<file path="config.mk">
export PLATFORM = sky130hd
export DESIGN_NAME = stepper_move_ctrl
export DESIGN_NICKNAME = d
export VERILOG_FILES = /design/src/rtl/stepper_move_ctrl.sv
export SDC_FILE = /design/constraint.sdc
export NUM_CORES = 1
export LEC_CHECK = 0
export CAP_MARGIN = 5
export CORE_ASPECT_RATIO = 0.5
export CORE_MARGIN = 10
export CORE_UTILIZATION = 50
export CTS_CLUSTER_SIZE = 24
export DETAILED_ROUTE_END_ITERATION = 10
export PLACE_DENSITY = 0.81
export SYNTH_ARGS = -nofsm -noshare
export SYNTH_HDL_FRONTEND = slang
export SYNTH_SLANG_ARGS = --single-unit
</file>
<file path="constraint.sdc">
create_clock -name clk -period 4.87 [get_ports clk]
set_input_delay 1.461 -clock clk [delete_from_list [all_inputs] [get_ports clk]]
set_output_delay 1.461 -clock clk [all_outputs]
set_load 0.1 [all_outputs]
</file>
<file path="src/rtl/stepper_move_ctrl.sv">
// rtl/stepper_move_ctrl.sv - counted, trapezoid-ramped half-step move sequencer
// Drives four unipolar coils from an 8-state phase index that persists across moves.
module stepper_move_ctrl #(
  parameter int PER_W    = 20,
  parameter int STEPS_W  = 16,
  parameter int PER_MAX  = 500000,
  parameter int PER_MIN  = 50000,
  parameter int PER_STEP = 25000
) (
  input  logic               clk,
  input  logic               rst_n,
  input  logic               cmd_valid,
  output logic               cmd_ready,
  input  logic [STEPS_W-1:0] cmd_steps,
  input  logic               cmd_dir,
  input  logic               abort,
  input  logic               hold_en,
  output logic [3:0]         coils,
  output logic               busy,
  output logic               done,
  output logic               aborted,
  output logic [STEPS_W-1:0] steps_left,
  output logic [PER_W-1:0]   cur_period
);

  typedef enum logic {IDLE, RUN} state_t;

  localparam logic [PER_W-1:0] P_MAX  = PER_W'(PER_MAX);
  localparam logic [PER_W-1:0] P_MIN  = PER_W'(PER_MIN);
  localparam logic [PER_W:0]   W_MAX  = (PER_W+1)'(PER_MAX);
  localparam logic [PER_W:0]   W_MIN  = (PER_W+1)'(PER_MIN);
  localparam logic [PER_W:0]   W_STEP = (PER_W+1)'(PER_STEP);

  state_t               state_q, state_d;
  logic [2:0]           idx_q, idx_d;
  logic                 dir_q, dir_d;
  logic [STEPS_W-1:0]   steps_left_q, steps_left_d;
  logic [STEPS_W-1:0]   ramp_cnt_q, ramp_cnt_d;
  logic [PER_W-1:0]     period_q, period_d;
  logic [PER_W-1:0]     timer_q, timer_d;
  logic                 done_q, done_d;
  logic                 aborted_q, aborted_d;

  logic                 step_due;
  logic [STEPS_W-1:0]   left_nxt;
  logic [PER_W:0]       per_up, per_dn;
  logic [3:0]           pattern;

  // Saturating period arithmetic is done one bit wider so it can never wrap.
  always_comb begin
    step_due = (timer_q == period_q - PER_W'(1));
    left_nxt = steps_left_q - STEPS_W'(1);
    per_up   = {1'b0, period_q} + W_STEP;
    if (per_up > W_MAX) per_up = W_MAX;
    if ({1'b0, period_q} >= W_MIN + W_STEP) per_dn = {1'b0, period_q} - W_STEP;
    else                                    per_dn = W_MIN;
  end

  always_comb begin
    state_d      = state_q;
    idx_d        = idx_q;
    dir_d        = dir_q;
    steps_left_d = steps_left_q;
    ramp_cnt_d   = ramp_cnt_q;
    period_d     = period_q;
    timer_d      = timer_q;
    done_d       = 1'b0;
    aborted_d    = aborted_q;
    case (state_q)
      IDLE: begin
        if (cmd_valid) begin
          steps_left_d = cmd_steps;
          dir_d        = cmd_dir;
          period_d     = P_MAX;
          ramp_cnt_d   = '0;
          timer_d      = '0;
          aborted_d    = 1'b0;
          if (cmd_steps == '0) done_d  = 1'b1;
          else                 state_d = RUN;
        end
      end
      RUN: begin
        if (abort) begin
          state_d   = IDLE;
          done_d    = 1'b1;
          aborted_d = 1'b1;
        end else if (step_due) begin
          timer_d      = '0;
          idx_d        = dir_q ? idx_q + 3'd1 : idx_q - 3'd1;
          steps_left_d = left_nxt;
          if (left_nxt == '0) begin
            state_d = IDLE;
            done_d  = 1'b1;
          end else if (left_nxt <= ramp_cnt_q) begin
            period_d   = per_up[PER_W-1:0];
            ramp_cnt_d = (ramp_cnt_q == '0) ? '0 : ramp_cnt_q - STEPS_W'(1);
          end else if (period_q > P_MIN) begin
            period_d   = per_dn[PER_W-1:0];
            ramp_cnt_d = ramp_cnt_q + STEPS_W'(1);
          end
        end else begin
          timer_d = timer_q + PER_W'(1);
        end
      end
      default: state_d = IDLE;
    endcase
  end

  always_ff @(posedge clk or negedge rst_n) begin
    if (!rst_n) begin
      state_q      <= IDLE;
      idx_q        <= 3'd0;
      dir_q        <= 1'b0;
      steps_left_q <= '0;
      ramp_cnt_q   <= '0;
      period_q     <= P_MAX;
      timer_q      <= '0;
      done_q       <= 1'b0;
      aborted_q    <= 1'b0;
    end else begin
      state_q      <= state_d;
      idx_q        <= idx_d;
      dir_q        <= dir_d;
      steps_left_q <= steps_left_d;
      ramp_cnt_q   <= ramp_cnt_d;
      period_q     <= period_d;
      timer_q      <= timer_d;
      done_q       <= done_d;
      aborted_q    <= aborted_d;
    end
  end

  always_comb begin
    case (idx_q)
      3'd0:    pattern = 4'b1000;
      3'd1:    pattern = 4'b1100;
      3'd2:    pattern = 4'b0100;
      3'd3:    pattern = 4'b0110;
      3'd4:    pattern = 4'b0010;
      3'd5:    pattern = 4'b0011;
      3'd6:    pattern = 4'b0001;
      default: pattern = 4'b1001;
    endcase
  end

  assign busy       = (state_q == RUN);
  assign cmd_ready  = (state_q == IDLE);
  assign coils      = (busy | hold_en) ? pattern : 4'b0000;
  assign done       = done_q;
  assign aborted    = aborted_q;
  assign steps_left = steps_left_q;
  assign cur_period = period_q;

endmodule

</file>
==> results.py <==
metrics = {
    "run_status": {
        "status": "complete, no violations",
    },
    "grt": {
        "antenna_found_initial": 1,
        "overflow": 0,
        "grt.total_usage_pct": 20.8,
        "grt_pass1_vias": 6464,
        "grt_max_degree": 77,
        "grt_pass1_wl_um": 32400,
    },
    "placement": {
        "gp_congestion": 0.942,
        "dp_hpwl_um": 14400,
        "placed_cell_area_sq_um": 7400,
        "portBuffers": 62,
    },
    "power_and_ir_drop": {
        "total_leakage_power_nw": 3.13,
        "pwr-share-clk_pct": 17.4,
        "p_seq_share_pct": 21.3,
        "max-vdd-ir-drop_v": 0.000536,
        "p_total_mw": 4.37,
        "p_sw_mw": 2.31,
        "p_int_mw": 2.06,
        "p_per_area_nw_per_um2": 565,
        "p_comb_share_pct": 61.3,
        "switching_share_pct": 52.8,
    },
    "timing": {
        "maxSlewHeadroom_pct": 32.0,
        "min_period_over_period_pct": 94.0,
        "hold_viol": 0,
        "finalCriticalPeriod_ns": 4.58,
        "setup_tns_ns": 0,
        "worst_pin_slew_ns": 1.02,
        "finalSetupViolCount": 0,
        "slew_violations": 0,
        "fmax_ghz": 0.218,
        "rsz0062_at_grt": "no",
        "fin_hold_ws_ns": 0.532,
        "fin_worst_skew_ns": 0.00681,
    },
    "synthesis": {
        "synthFlopType": "dfrtp_1",
        "syn_avg_cell_area_sq_um": 7.72,
        "ys_warn_count": 0,
        "synth_cell_types": 74,
        "syn_area_sq_um": 6680,
        "synth_edf_count": 0,
        "syn_inst": 865,
        "async_reset_ff_share_pct": 100,
        "ys_ff_latch": 76,
        "ys_seq_area_share_pct": 28.6,
    },
    "die": {
        "pin_count": 66,
        "fp-row-count": 29,
        "start_util_pct": 52.0,
        "coreArea_sq_um": 12800,
        "die_w_um": 183,
        "dieArea_sq_um": 18700,
        "dieHeight_um": 102,
    },
    "clock_network": {
        "cts-root-buf": "clkbuf_16",
        "cts-htree-levels": 3,
        "cts_tree": "yes",
        "clockBufferDepth": 2,
        "clock_sinks": 76,
        "clk_pin_slew_ns": 0.06,
        "cts_buffers": 9,
        "clk_latency_ns": 0.34,
    },
    "worst_setup_path": {
        "rrSetupSlack_ns": 0.29,
        "arrival_ns": 4.84,
        "start_kind": "flip-flop",
        "crit_required_ns": 5.14,
        "endpoint_kind": "flip-flop",
        "worstSetupPathType": "flip-flop to flip-flop",
        "crit_fanout": 11,
    },
    "routing": {
        "routed_via_density": 6.41,
        "routedWlPerCell_um": 18.5,
        "drc": 0,
        "drt_iter0_drc": 747,
        "antenna_left": 0,
        "first_pass_iters": 8,
        "wirelength_um": 20000,
        "vias": 6893,
    },
    "worst_hold_path": {
        "hold_class": "flip-flop to flip-flop",
    },
    "layout": {
        "layout-drive-gt1-share_pct": 8.18,
        "final_util_pct": 60.3,
        "fin_nets": 953,
        "area_growth_pct": 16.0,
        "stdcell_area_sq_um": 7740,
    },
    "run": {
        "maxCapViolCount": 0,
    },
}
-- what timing repair did --
item | CTS | global route
gates resized for setup | 0 | 2
endpoints found under the setup margin | 0 | 19
hold buffers | 0 | 0
buffers inserted | 0 | 0
-- cell type report --
class	count	area [sq um]
timing repair buffer	80	751
antenna	1	2.50
inverter	34	128
sequential	76	1910
fill	1138	5100
tap	170	213
multi-input combinational	699	4410
clock buffer	11	253
clock inverter	5	82.6
-- power groups by stage --
stage	sequential (mW)	combinational [mW]	clock [mW]
3_5_place_dp	0.932	2.60	0
5_1_grt	0.952	2.88	0.798
3_3_place_gp	0.922	2.54	0
2_1_floorplan	1.36	1.51	0
6_report	0.932	2.68	0.761
4_1_cts	0.925	2.63	0.766
-- cells by family after synthesis --
family	share of synthesized area [%]
AO/OA/AOI/OAI	21.9
XOR/XNOR	7.74
adder cells (fa/ha/maj)	5.81
buffers and inverters	5.75
flip-flops	28.6
multiplexers	3.19
other	0.0562
AND/OR/NAND/NOR	27.0
-- stage by stage --
| stage | setup slack [ns] | std cells |
|---|---|---|
| after floorplan | 0.0753 | 867 |
| after global routing | 0.0177 | 1075 |
| final | 0.293 | 1076 |
| after CTS | 0.179 | 1075 |
| after detailed placement | 0.197 | 1059 |
| after global placement | 0.441 | 1059 |
-- cell usage in the layout, fill, tap and decap left out, drive strengths merged, types with 9 or more instances in the layout --
cell type and count:
and3 11, xnor2 29, inv 35, nand4 21, a31oi 15, nand3 54
a21oi 58, o22ai 9, nor2 80, mux2 10, nor4 16, clkdlybuf4s50 55
o21ai 77, nand2b 12, clkbuf 11, nand2 80, mux2i 10, nor3 35
ha 31, or3 10, xor2 30, dfrtp 69, buf 25
-- final timing paths --
| kind | startpoint | end | depth (start not counted) |
|---|---|---|---|
| min in group asynchronous | rst_n | steps_left[11] | 1 |
| worst min register to register | timer_q[3] | timer_q[3] | 1 |
| worst min-delay path | timer_q[3] | timer_q[3] | 1 |
| worst max register to register | cur_period[3] | cur_period[6] | 12 |
| max in group asynchronous | rst_n | timer_q[7] | 1 |
| worst max-delay path | cur_period[3] | cur_period[6] | 12 |
-- registers in the layout (all words and copies together) (netlist names) --
signal / flops
aborted: 1
busy: 1
cur_period: 17
dir_q: 1
done: 1
idx_q: 3
ramp_cnt_q: 16
steps_left: 16
timer_q: 20
-- Yosys cell counts (8+ instances only) --
library cell,number,area [sq um]
a21oi_1,57,285
and3_1,11,68.8
nand3_1,53,265
o21ai_0,74,370
xnor2_1,29,254
inv_1,34,128
a21o_1,8,60.1
clkbuf_1,41,154
ha_1,31,388
nor3_1,34,170
a31oi_1,15,93.8
xor2_1,30,263
or3_1,10,62.6
o22ai_1,9,56.3
dfrtp_1,69,1730
nor2_1,80,300
mux2i_1,10,100
mux2_2,10,113
nand2b_1,12,75.1
nand2_1,80,300
nor4_1,16,100
buf_2,10,50.1
nand4_1,21,131
-- critical path: stages, from the launching register on --
cell and delay (ns):
dfrtp_1 0.51, inv_1 0.25, ha_1 0.35, nor4b_4 0.62
nand4_1 0.22, xnor2_1 0.19, or4b_4 0.55, nor4b_4 0.61
nand2_1 0.30, nand4b_1 0.28, buf_4 0.22, a211o_1 0.25
o21ai_1 0.13
-- per-layer routing --
| metal | wire (um) | share of wire [%] | GRT usage (%) |
|---|---|---|---|
| met5 | 0 | 0 | 0 |
| met4 | 310 | 1.6 | 5.76 |
| met3 | 1740 | 8.7 | 5.22 |
| met2 | 9100 | 46 | 34.2 |
| met1 | 8800 | 44 | 26.7 |
(Power assumes the default switching activity.)
